**config.mk**
```make
export PLATFORM = sky130hd
export DESIGN_NAME = peri_timer_flat
export DESIGN_NICKNAME = d
export VERILOG_FILES = /design/src/rtl/peribus_pkg.sv /design/src/rtl/peri_timer_if.sv /design/src/rtl/peri_prescaler.sv /design/src/rtl/peri_timer.sv /design/src/flat_wrapper.sv
export SDC_FILE = /design/constraint.sdc
export NUM_CORES = 1
export LEC_CHECK = 0
export ABC_AREA = 0
export BUFFER_PORTS_ARGS = -buffer_cell sky130_fd_sc_hd__buf_2
export CAP_MARGIN = 40
export CORE_MARGIN = 2
export CORE_UTILIZATION = 50
export DETAILED_ROUTE_END_ITERATION = 12
export PLACE_DENSITY = 0.68
export SYNTH_ARGS = -nofsm -noshare
export SYNTH_HDL_FRONTEND = slang
export SYNTH_HIERARCHICAL = 1
export SYNTH_SLANG_ARGS = --single-unit
export TNS_END_PERCENT = 10
```
**constraint.sdc**
```tcl
create_clock -name peribus_clock -period 3.6 [get_ports peribus_clock]
set_input_delay 0.72 -clock peribus_clock [delete_from_list [all_inputs] [get_ports peribus_clock]]
set_output_delay 0.72 -clock peribus_clock [all_outputs]
set_load 0.01 [all_outputs]
```
**src/rtl/peribus_pkg.sv**
```systemverilog
// Shared register map, field positions and CTRL layout for the peripheral-bus timer.
package peribus_pkg;

    localparam int unsigned ADDR_W = 8;
    localparam int unsigned DATA_W = 16;
    localparam int unsigned PRE_W  = 8;
    localparam int unsigned OFS_W  = 2;

    localparam logic [OFS_W-1:0] CTRL_OFS    = 2'd0;
    localparam logic [OFS_W-1:0] COMPARE_OFS = 2'd1;
    localparam logic [OFS_W-1:0] COUNT_OFS   = 2'd2;
    localparam logic [OFS_W-1:0] STATUS_OFS  = 2'd3;

    localparam int unsigned CTRL_EN_BIT      = 0;
    localparam int unsigned CTRL_AR_BIT      = 1;
    localparam int unsigned CTRL_IE_BIT      = 2;
    localparam int unsigned CTRL_PS_LSB      = 8;
    localparam int unsigned CTRL_PS_MSB      = 15;
    localparam int unsigned STATUS_MATCH_BIT = 0;
    localparam int unsigned STATUS_RUN_BIT   = 1;

    typedef struct packed {
        logic [PRE_W-1:0] prescale;
        logic [4:0]       rsvd;
        logic             irq_en;
        logic             auto_reload;
        logic             enable;
    } ctrl_t;

    // Build a CTRL value from a bus word; reserved bits always read back as zero.
    function automatic ctrl_t ctrl_from_word(input logic [DATA_W-1:0] w);
        ctrl_t c;
        c             = '0;
        c.enable      = w[CTRL_EN_BIT];
        c.auto_reload = w[CTRL_AR_BIT];
        c.irq_en      = w[CTRL_IE_BIT];
        c.prescale    = w[CTRL_PS_MSB:CTRL_PS_LSB];
        return c;
    endfunction

endpackage

```
**src/rtl/peri_timer_if.sv**
```systemverilog
// Peripheral bus as seen by one slave: write strobe, read request, registered read data, irq.
interface peri_timer_if;
    import peribus_pkg::*;

    logic [ADDR_W-1:0] addr;
    logic [DATA_W-1:0] write_data;
    logic              write_enable;
    logic              read_enable;
    logic [DATA_W-1:0] read_data;
    logic              irq;

    modport master (
        output addr, write_data, write_enable, read_enable,
        input  read_data, irq
    );

    modport slave (
        input  addr, write_data, write_enable, read_enable,
        output read_data, irq
    );

endinterface

```
**src/rtl/peri_prescaler.sv**
```systemverilog
// 8-bit prescaler: ticks when pre reaches the divisor, then restarts from zero.
module peri_prescaler
    import peribus_pkg::*;
(
    input  logic             clock,
    input  logic             reset,
    input  logic             enable,
    input  logic             clear,
    input  logic [PRE_W-1:0] divisor,
    output logic             tick
);

    logic [PRE_W-1:0] pre_q;
    logic [PRE_W-1:0] pre_d;

    assign tick = enable && (pre_q == divisor);

    always_comb begin
        pre_d = pre_q + PRE_W'(1);
        if (!enable || clear || tick) begin
            pre_d = '0;
        end
    end

    always_ff @(posedge clock) begin
        if (reset) begin
            pre_q <= '0;
        end else begin
            pre_q <= pre_d;
        end
    end

endmodule

```
**src/rtl/peri_timer.sv**
```systemverilog
// 16-bit timer/compare peripheral: 4-register window, one-shot or auto-reload, level irq.
module peri_timer
    import peribus_pkg::*;
#(
    parameter logic [ADDR_W-1:0] BASE_ADDR     = 8'h10,
    parameter logic [DATA_W-1:0] RESET_COMPARE = 16'hFFFF
) (
    input logic         peribus_clock,
    input logic         reset,
    peri_timer_if.slave bus
);

    ctrl_t             ctrl_q, ctrl_d;
    logic [DATA_W-1:0] compare_q, compare_d;
    logic [DATA_W-1:0] count_q, count_d;
    logic [DATA_W-1:0] read_data_q, read_data_d;
    logic              match_q, match_d;

    logic              hit;
    logic              wr_hit;
    logic              rd_hit;
    logic [OFS_W-1:0]  ofs;
    logic              pre_clear;
    logic              tick;
    logic              match_evt;
    logic [DATA_W-1:0] status_word;

    // Address decode and prescaler clear requests (COUNT load, CTRL write disabling).
    always_comb begin
        hit       = bus.addr[ADDR_W-1:OFS_W] == BASE_ADDR[ADDR_W-1:OFS_W];
        ofs       = bus.addr[OFS_W-1:0];
        wr_hit    = bus.write_enable && hit;
        rd_hit    = bus.read_enable && hit;
        pre_clear = 1'b0;
        if (wr_hit) begin
            if (ofs == COUNT_OFS) begin
                pre_clear = 1'b1;
            end else if (ofs == CTRL_OFS && !bus.write_data[CTRL_EN_BIT]) begin
                pre_clear = 1'b1;
            end
        end
    end

    peri_prescaler u_prescaler (
        .clock   (peribus_clock),
        .reset   (reset),
        .enable  (ctrl_q.enable),
        .clear   (pre_clear),
        .divisor (ctrl_q.prescale),
        .tick    (tick)
    );

    assign match_evt = tick && (count_q == compare_q);

    always_comb begin
        status_word                   = '0;
        status_word[STATUS_MATCH_BIT] = match_q;
        status_word[STATUS_RUN_BIT]   = ctrl_q.enable;
    end

    // Next state: W1C first, then tick effects, then register writes override the tick.
    always_comb begin
        ctrl_d      = ctrl_q;
        compare_d   = compare_q;
        count_d     = count_q;
        match_d     = match_q;
        read_data_d = '0;

        if (wr_hit && ofs == STATUS_OFS && bus.write_data[STATUS_MATCH_BIT]) begin
            match_d = 1'b0;
        end

        if (tick) begin
            if (match_evt) begin
                match_d = 1'b1;
                if (ctrl_q.auto_reload) begin
                    count_d = '0;
                end else begin
                    ctrl_d.enable = 1'b0;
                end
            end else begin
                count_d = count_q + DATA_W'(1);
            end
        end

        if (wr_hit) begin
            case (ofs)
                CTRL_OFS:    ctrl_d    = ctrl_from_word(bus.write_data);
                COMPARE_OFS: compare_d = bus.write_data;
                COUNT_OFS:   count_d   = bus.write_data;
                default:     ;
            endcase
        end

        if (rd_hit) begin
            case (ofs)
                CTRL_OFS:    read_data_d = DATA_W'(ctrl_q);
                COMPARE_OFS: read_data_d = compare_q;
                COUNT_OFS:   read_data_d = count_q;
                default:     read_data_d = status_word;
            endcase
        end
    end

    always_ff @(posedge peribus_clock) begin
        if (reset) begin
            ctrl_q      <= '0;
            compare_q   <= RESET_COMPARE;
            count_q     <= '0;
            match_q     <= 1'b0;
            read_data_q <= '0;
        end else begin
            ctrl_q      <= ctrl_d;
            compare_q   <= compare_d;
            count_q     <= count_d;
            match_q     <= match_d;
            read_data_q <= read_data_d;
        end
    end

    assign bus.read_data = read_data_q;
    assign bus.irq       = match_q && ctrl_q.irq_en;

endmodule

```
**src/flat_wrapper.sv**
```systemverilog
// flat-port wrapper written by rule: the top's interface ports become plain ports
module peri_timer_flat import peribus_pkg::*;
#(
    parameter logic [ADDR_W-1:0] BASE_ADDR     = 8'h10,
    parameter logic [DATA_W-1:0] RESET_COMPARE = 16'hFFFF
)
  (peribus_clock, reset, bus_addr, bus_write_data, bus_write_enable, bus_read_enable, bus_read_data, bus_irq);
  peri_timer_if bus_i ();
  input logic peribus_clock;
  input logic reset;
  input wire logic [$bits(bus_i.addr)-1:0] bus_addr;
  input wire logic [$bits(bus_i.write_data)-1:0] bus_write_data;
  input wire logic [$bits(bus_i.write_enable)-1:0] bus_write_enable;
  input wire logic [$bits(bus_i.read_enable)-1:0] bus_read_enable;
  output wire logic [$bits(bus_i.read_data)-1:0] bus_read_data;
  output wire logic [$bits(bus_i.irq)-1:0] bus_irq;
  assign bus_i.addr = bus_addr;
  assign bus_i.write_data = bus_write_data;
  assign bus_i.write_enable = bus_write_enable;
  assign bus_i.read_enable = bus_read_enable;
  assign bus_read_data = bus_i.read_data;
  assign bus_irq = bus_i.irq;
  peri_timer #(.BASE_ADDR(BASE_ADDR), .RESET_COMPARE(RESET_COMPARE)) u_core (.peribus_clock(peribus_clock), .reset(reset), .bus(bus_i));
endmodule
```
* Yosys cells after proc, flatten, opt, wreduce, memory -nomap -nowiden
Index checks and enable logic that the tools add are counted.
** Cells by class
- $add $sub $neg :: 2
- $mul :: 0
- Div/mod/pow operators :: 0
- Order comparisons :: 0
- Equal/unequal tests :: 6
- Shift-type cells :: 0
- Muxes and demuxes :: 17
- Bitwise gates (word level) :: 1
- Reductions and logical operators :: 17
** Operator list (count)
- 2-to-1 mux 16 bit :: 5
- one-hot mux 16 bit (3 select lines) :: 1
- adder 16 x 1 -> 16 bit, second input constant :: 1
- == test 16 bit :: 1
- 2-to-1 mux 1 bit :: 11
- adder 8 x 1 -> 8 bit, second input constant :: 1
- == test 8 bit :: 1
- logical AND 1 bit :: 8
- == test 6 x 3 -> 1 bit, second input constant :: 1
- == test 2 bit, second input constant :: 2
- AND reduction 2 bit :: 2
- OR reduction 2 bit :: 2
- == test 2 x 1 -> 1 bit, second input constant :: 1
- logical NOT 1 bit :: 2
- logical NOT 2 bit :: 1
- logical OR 1 bit :: 2
- inverter 1 bit :: 1
** Word-level totals
- Register bits after elaboration :: 68
- Bits in latches :: 0
- RAM bits :: 0
- Memory bits (read-only) :: 0
- Bits of input ports :: 28
- Output and inout bits :: 17
- Word-level logic and storage cells :: 52
- Memories :: 0

* Longest topological paths before layout
Gate-level depths: netlist (run 1).
- Depth after elaboration :: 8
- Depth in mapped cells :: 9
- Gate-level depth less buffers :: 8

* Hierarchy
The synthesis (run 1) kept the hierarchy.
** By module, submodules not included
- peri_timer :: times used 1, cells an instance 388, area each 3133.0 sq um, seq. area each 1201.2 sq um
- peri_prescaler :: times used 1, cells an instance 45, area each 404.1 sq um, seq. area each 160.2 sq um

* Worst setup path before layout (run 1)
OpenSTA, ideal clock, no wires.
- Path kind :: register -> register
- Start :: reg u_core.u_prescaler.pre_q[0]
- End :: reg u_core.count_q[10]
- Setup time :: 127 ps
- Data arrival time :: 2148 ps
- Setup slack :: 1324 ps
- Stages on the path, launching flop included :: 10
- Buffers on the path :: 1
- Cells stage by stage :: dfxtp_1 > xnor2_1 > nand4_1 > nor3_1 > inv_2 > nor3_2 > nand2_1 > buf_2 > a211oi_1 > a211oi_1
** On the way
- Cells in the longest elaborated chain, start to end :: 7
** Ends and longest elaborated chain
- from (decl) :: RTL line peri_prescaler.sv:13 : logic [PRE_W-1:0] pre_q;
- from (signal assigned) :: RTL line peri_prescaler.sv:29 : pre_q <= pre_d;
- == test 8 bit * :: RTL line peri_prescaler.sv:16 : assign tick = enable && (pre_q == divisor);
- logical AND 1 bit * :: RTL line peri_prescaler.sv:16
- via u_core.tick :: RTL line peri_timer.sv:24 : logic tick;
- logical AND 1 bit :: RTL line peri_timer.sv:53 : assign match_evt = tick && (count_q == compare_q);
- 2-to-1 mux 16 bit :: RTL line peri_timer.sv:74 : if (match_evt) begin
- 2-to-1 mux 16 bit * :: RTL line peri_timer.sv:73 : if (tick) begin
- 2-to-1 mux 16 bit :: RTL line peri_timer.sv:87 : case (ofs)
- 2-to-1 mux 16 bit * :: RTL line peri_timer.sv:86 : if (wr_hit) begin
- to (signal assigned) :: RTL line peri_timer.sv:115 : count_q <= count_d;
- to (decl) :: RTL line peri_timer.sv:15 : logic [DATA_W-1:0] count_q, count_d;
The timed path passes the listed nets; every way through them passes the cells marked *.
A chain may end at the register's enable or synchronous reset.

* Worst setup path after layout (run 1)
- Start :: reg u_core.u_prescaler.pre_q[0]
- End :: reg u_core.count_q[3]
The elaborated chain is that of the path after synthesis.

==> results.sh, run 1 <==
export IMPL_grt_util_met1_pct=35.8
export IMPL_yosys_area_top_type="dfxtp_1"
export IMPL_io_buffers=44
export IMPL_routed_via_density=5.85
export IMPL_finalHoldViolCount=0
export IMPL_period_needed_ns=2.82
export IMPL_postCtsSetupRepairBufs=0
export IMPL_ys_seq_elements=68
export IMPL_timing_rr_start="u_core/u_prescaler/pre_q[0]$_SDFF_PP0_"
export IMPL_status="finished, final reports clean"
export IMPL_path_max_fanout=18
export IMPL_cts_hold_buffers=0
export IMPL_tritoncts="built"
export IMPL_syn_num_nets=463
export IMPL_clock_path_buffers=2
export IMPL_die_area_um2=7760
export IMPL_setup_tns_ns=0
export IMPL_tightest_slew_ns=0.709
export IMPL_postRouteAntennaNets=0
export IMPL_setup_violations=0
export IMPL_first_global_vias=3142
export IMPL_maxCapViolations=0
export IMPL_clkLatencyLatePin_ns=0.35
export IMPL_startpoint="u_core/u_prescaler/pre_q[0]$_SDFF_PP0_"
export IMPL_core_area_um2=6830
export IMPL_maxSlewViolCount=0
export IMPL_wl_per_cell_um=17.2
export IMPL_drtIter0Drc=353
export IMPL_synthFlopType="dfxtp_1"
export IMPL_power_density_nw_per_um2=371
export IMPL_start_util_pct=51.8
export IMPL_syn_to_final_growth_pct=12.7
export IMPL_grt_first_pass_wirelength_um=16000
export IMPL_arrival_ns=3.04
export IMPL_whs_ns=0.480
export IMPL_rsz0062_at_grt="no"
export IMPL_drc_errors=0
export IMPL_endpoint_kind="flop"
export IMPL_cts_resized=0
export IMPL_ys_async_sr_fraction_pct=0
export IMPL_dp_hpwl_um=6920
export IMPL_synth_top_area_share_pct=38.5
export IMPL_nets=493
export IMPL_synth_seq_area_share_pct=38.5
export IMPL_clock_root_buffer="clkbuf_8"
export IMPL_clk_pin_slew_ns=0.08
export IMPL_num_rows=30
export IMPL_htreeDepth=3
export IMPL_ys_top_cells_by_area="dfxtp_1, nand2_1, xnor2_1, nor2_1, a21oi_1"
export IMPL_skew_ns=0.0127
export IMPL_gr_usage_met2_pct=42.8
export IMPL_drt_total_wl_um=9730
export IMPL_grt_remaining_overflow=0
export IMPL_io_pins=45
export IMPL_leakagePower_nw=1.54
export IMPL_drt_first_pass_iters=5
export IMPL_n_antenna_cell=0
export IMPL_fp_dieW_um=88.1
export IMPL_path_class="reg2reg"
export IMPL_grtUsageTotal_pct=27.0
export IMPL_yosysWarningCount=6
export IMPL_ir_worst_vdd_mv=0.235
export IMPL_worstPathRequired_ns=3.82
export IMPL_synth_edff_count=0
export IMPL_period_share_pct=78.3
export IMPL_via_count=3302
export IMPL_syn_area_um2=3540
export IMPL_netlist_instances=433
export IMPL_synth_distinct_cells=51
export IMPL_fmax_mhz=355
export IMPL_drive_gt1_share_pct=17.7
export IMPL_busiest_layer="met2"
export IMPL_startpoint_type="flop"
export IMPL_cts_made_buffers=9
export IMPL_routabilityCongestion=0.950
export IMPL_hold_class="reg2reg"
export IMPL_cts_sinks=68
export IMPL_min_from="u_core/ctrl_q[2]$_SDFFE_PP0P_"
export IMPL_max_slew_margin_rel_pct=52.5
export IMPL_die_height_um=88.1
export IMPL_use_met3_pct=5.18
export IMPL_antenna_found_initial=0
export IMPL_avgSynthCellArea_um2=8.17
export IMPL_grt_start_max_net_pins=37
[metal layers]
| metal | vias up | part of all wire (%) |
|---|---|---|
| met5 | - | 0 |
| met4 | 0 | 2.5 |
| met3 | 21 | 6.3 |
| met2 | 142 | 47 |
| met1 | 1563 | 44 |
| li1 | 1576 | - |
[logic make-up (layout without fill, tap and decap cells)]
family / after synthesis / count (layout) / share of synthesized area, %
and+or+nand+nor: 199 / 199 / 28.2
AOI/OAI and AO/OA: 79 / 79 / 14.9
DFF: 68 / 68 / 38.5
buffers and inverters: 40 / 75 / 5.02
xor gates and xnor gates: 33 / 33 / 8.60
muxes: 12 / 12 / 4.14
adders and majority gates: 2 / 2 / 0.707
[state kept, by name (all words and copies together), names as in the netlist]
| register | cells |
|---|---|
| u_core/ctrl_q | 11 |
| u_core/compare_q | 16 |
| u_core/count_q | 16 |
| u_core/bus.read_data | 16 |
| u_core/match_q | 1 |
| u_core/u_prescaler/pre_q | 8 |
[worst paths after layout]
kind	to	slack, ns	cells past startpoint
max reg2reg	u_core/count_q[3]$_SDFF_PP0_	0.78	8
max	u_core/count_q[3]$_SDFF_PP0_	0.78	8
min reg2reg	u_core/ctrl_q[2]$_SDFFE_PP0P_	0.48	2
min	u_core/ctrl_q[2]$_SDFFE_PP0P_	0.48	2
[worst max-delay path: stages (launching register included)]
cell and delay, ns:
dfxtp_1 0.43, xnor2_1 0.14, nand4_1 0.16, nor3_1 0.32
inv_2 0.21, nor3_2 0.45, nand2_1 0.48, a221oi_1 0.40
a211oi_1 0.12
[placed cells by master (no fill, tap or decap), types with 2 or more instances in the layout]
master | Yosys | final
nand3_1 | 18 | 18
nor2_1 | 49 | 49
a211oi_1 | 6 | 6
xor2_1 | 6 | 6
o21bai_1 | 3 | 3
nand2_1 | 66 | 66
a31oi_1 | 9 | 9
mux4_2 | 2 | 2
o211ai_1 | 3 | 3
o21ai_1 | 3 | 3
ha_1 | 2 | 2
o21ai_0 | 5 | 5
a22oi_1 | 7 | 7
nor3_1 | 10 | 10
clkinv_4 | 0 | 3
xnor2_2 | 2 | 2
inv_1 | 6 | 6
and2_1 | 3 | 3
nand4_1 | 10 | 10
mux2i_1 | 9 | 9
or3_1 | 6 | 6
dfxtp_1 | 68 | 68
a221oi_1 | 5 | 5
buf_2 | 16 | 44
a21oi_1 | 26 | 26
xnor2_1 | 25 | 25
and3_1 | 5 | 5
nand3b_1 | 17 | 17
buf_4 | 2 | 8
clkbuf_8 | 0 | 9
a311oi_1 | 6 | 6
clkinv_2 | 0 | 2
nor2b_1 | 4 | 4
[where the power goes]
part	internal [W]	switching, W	leakage, nW
registers	0.000755	0.00000693	0.548
clock network	0.000323	0.000314	0.104
logic	0.0000349	0.0000452	0.886
[per-stage QoR]
stage               std cells  utilization (%)  worst slack (ns)  instance area (um^2)  power, W
finish                    564             58.3             0.781                  3990   0.00148
global route              564             58.3             0.495                  3990   0.00153
CTS                       564             58.3             0.841                  3990   0.00149
global placement          548             55.4             0.981                  3790  0.000858
detailed placement        548             55.4             0.864                  3790  0.000858
floorplan                 433                -              1.32                  3540  0.000825
[cells in the mapped netlist (6+ instances only)]
library cell	number
dfxtp_1	68
nand2_1	66
nor2_1	49
a21oi_1	26
xnor2_1	25
nand3_1	18
nand3b_1	17
buf_2	16
clkbuf_1	13
nand4_1	10
nor3_1	10
a31oi_1	9
mux2i_1	9
a22oi_1	7
a211oi_1	6
a311oi_1	6
inv_1	6
or3_1	6
xor2_1	6
[final cells by class]
| type | instances | area, um^2 |
|---|---|---|
| well taps | 96 | 120 |
| inverters | 7 | 26.3 |
| multi-input cells | 325 | 2000 |
| flip-flops and latches | 68 | 1360 |
| repair buffers | 52 | 280 |
| clock buffers | 9 | 124 |
| clock inverters | 7 | 75.1 |
| fillers | 651 | 2850 |
No activity file was read; power rests on OpenSTA's default activity.
==> run 2, diff against run 1 <==
--- a/config.mk
+++ b/config.mk
@@ -11,7 +11,7 @@
 export CORE_MARGIN = 2
 export CORE_UTILIZATION = 50
 export DETAILED_ROUTE_END_ITERATION = 12
-export PLACE_DENSITY = 0.68
+export PLACE_DENSITY = 0.71
 export SYNTH_ARGS = -nofsm -noshare
 export SYNTH_HDL_FRONTEND = slang
 export SYNTH_HIERARCHICAL = 1
==> constraint.sdc (replaced) <==
create_clock -name peribus_clock -period 2.3 [get_ports peribus_clock]
set_input_delay 0.46 -clock peribus_clock [delete_from_list [all_inputs] [get_ports peribus_clock]]
set_output_delay 0.46 -clock peribus_clock [all_outputs]
set_load 0.01 [all_outputs]
==> run 2 against run 1 <==
Global-route usage up 0.60 points. Sequential power increased by 56%. Worst setup slack lost 0.70 ns. Final cell count rose by 5.0%. Register-to-register slack lost 0.70 ns. Clock skew fell by 0.0060 ns. Largest power group unchanged.
==> results.sh, run 2 (synthesis gave the netlist of run 1 again) <==
export IMPL_switchingPower_w=0.000517
export IMPL_core_area_um2=6830
export IMPL_routed_via_density=5.82
export IMPL_placedCellCount=578
export IMPL_period_share_pct=96.3
export IMPL_cts_sinks=68
export IMPL_crit_family="simple AND/OR/NAND/NOR gates"
export IMPL_swShare_pct=22.4
export IMPL_drtIter0Drc=261
export IMPL_via_count=3444
export IMPL_worstPathRequired_ns=2.51
export IMPL_drc_errors=0
export IMPL_path_max_fanout=18
export IMPL_nFillCells=642
export IMPL_setup_violations=0
export IMPL_final_cell_mix="nand2_1, dfxtp_1, nor2_1"
export IMPL_cts_resized=0
export IMPL_internal_power_w=0.00179
export IMPL_maxSlewViolCount=0
export IMPL_wl_per_cell_um=17.1
export IMPL_endpoint_kind="flop"
export IMPL_fmax_mhz=452
export IMPL_first_global_vias=3237
export IMPL_power_density_nw_per_um2=540
export IMPL_path_depth=8
export IMPL_p_clk_share_pct=42.4
export IMPL_clock_root_buffer="clkbuf_8"
export IMPL_routabilityCongestion=0.944
export IMPL_clkLatencyLatePin_ns=0.34
export IMPL_crit_buf_inv=2
export IMPL_io_buffers=44
export IMPL_syn_to_final_growth_pct=20.8
export IMPL_maxCapViolations=0
export IMPL_period_needed_ns=2.21
export IMPL_clock_path_buffers=2
export IMPL_grt_start_max_net_pins=26
export IMPL_grt_remaining_overflow=0
export IMPL_final_common_cell="nand2_1"
export IMPL_num_rows=30
export IMPL_slowest_stage="a221oi_1"
export IMPL_max_slew_margin_rel_pct=53.3
export IMPL_whs_ns=0.347
export IMPL_drt_total_wl_um=10200
export IMPL_fin_cells=592
export IMPL_rsz0062_at_grt="yes"
export IMPL_ir_worst_vdd_mv=0.525
export IMPL_whs_path_depth=3
export IMPL_critPathMaxStageDelay_ns=0.37
export IMPL_tightest_slew_ns=0.697
export IMPL_n_antenna_cell=0
export IMPL_leakagePower_nw=1.74
export IMPL_cts_made_buffers=9
export IMPL_tritoncts="built"
export IMPL_power_frac_seq_pct=51.5
export IMPL_hold_class="in2reg"
export IMPL_setup_tns_ns=0
export IMPL_status="finished, final reports clean"
export IMPL_path_cells="xnor2_2 -> nand4_1 -> nor3_4 -> buf_4 -> nand2_1 -> buf_4 -> a221oi_1 -> nor4_1"
export IMPL_die_area_um2=7760
export IMPL_io_pins=45
export IMPL_grtUsageTotal_pct=27.6
export IMPL_startpoint_type="flop"
export IMPL_fp_dieW_um=88.1
export IMPL_path_class="reg2reg"
export IMPL_skew_ns=0.00667
export IMPL_postCtsSetupRepairBufs=0
export IMPL_drt_first_pass_iters=5
export IMPL_r2r_cells=8
export IMPL_htreeDepth=3
export IMPL_pre_cts_ws_ns=0.0566
export IMPL_antenna_found_initial=0
export IMPL_postRouteAntennaNets=0
export IMPL_clk_pin_slew_ns=0.07
export IMPL_cpMostUsedCell="buf_4"
export IMPL_cts_hold_buffers=0
export IMPL_setup_ws_ns=0.0853
export IMPL_nets=523
export IMPL_start_util_pct=51.8
export IMPL_grt_first_pass_wirelength_um=16300
export IMPL_finalHoldViolCount=0
export IMPL_combPwrFrac_pct=6.1
export IMPL_die_height_um=88.1
export IMPL_dp_hpwl_um=7330
export IMPL_arrival_ns=2.43
export IMPL_drive_gt1_share_pct=24.2
## run 2: cell type report
class                      count  area (um^2)  area share, %
clock inverter                 2         35.0          0.820
clock buffer                  12          155           3.63
timing repair buffer          82          531           12.4
inverter                       7         26.3          0.615
sequential                    68         1370           31.9
multi-input combinational    325         2040           47.8
tap                           96          120           2.81
## run 2: worst paths after layout
kind,startpoint,endpoint,slack (ns)
hold / removal,bus_write_data[6],u_core/compare_q[6]$_SDFFE_PP1P_,0.35
setup reg to reg,u_core/compare_q[7]$_SDFFE_PP1P_,u_core/count_q[8]$_SDFF_PP0_,0.09
hold reg to reg,u_core/ctrl_q[2]$_SDFFE_PP0P_,u_core/ctrl_q[2]$_SDFFE_PP0P_,0.48
setup / recovery,u_core/compare_q[7]$_SDFFE_PP1P_,u_core/count_q[8]$_SDFF_PP0_,0.09
## run 2: worst register-to-register path: cells and delay by family, from the launching register on
family                 cells  cell delay, ns
XOR/XNOR                   1            0.24
flip-flops                 1            0.36
AO/OA/AOI/OAI              1            0.37
buffers and inverters      2            0.39
AND/OR/NAND/NOR            4            0.73
## run 2: routing by layer
| layer | GRT usage (%) | routed length (um) | vias up |
|---|---|---|---|
| met3 | 6.03 | 767 | 28 |
| met1 | 35.4 | 4350 | 1622 |
| met4 | 11.2 | 242 | 0 |
| met2 | 45.2 | 4790 | 158 |
| met5 | 0 | 0 | - |
| li1 | - | - | 1636 |
## run 2: power groups by stage
stage / sequential, W / combinational (W) / clock, W
floorplan: 0.00121 / 0.0000811 / 0
global placement: 0.00122 / 0.000137 / 0
detailed placement: 0.00122 / 0.000138 / 0
CTS: 0.00119 / 0.000139 / 0.000991
finish: 0.00119 / 0.000140 / 0.000979
global route: 0.00119 / 0.000152 / 0.00104
## run 2: metrics by stage
step | instance area, um^2 | total power, W | utilization, %
after floorplan | 3540 | 0.00129 | -
after detailed placement | 4040 | 0.00135 | 59.1
after global routing | 4270 | 0.00238 | 62.6
final | 4270 | 0.00231 | 62.6
after CTS | 4230 | 0.00232 | 61.9
after global placement | 4040 | 0.00135 | 59.1
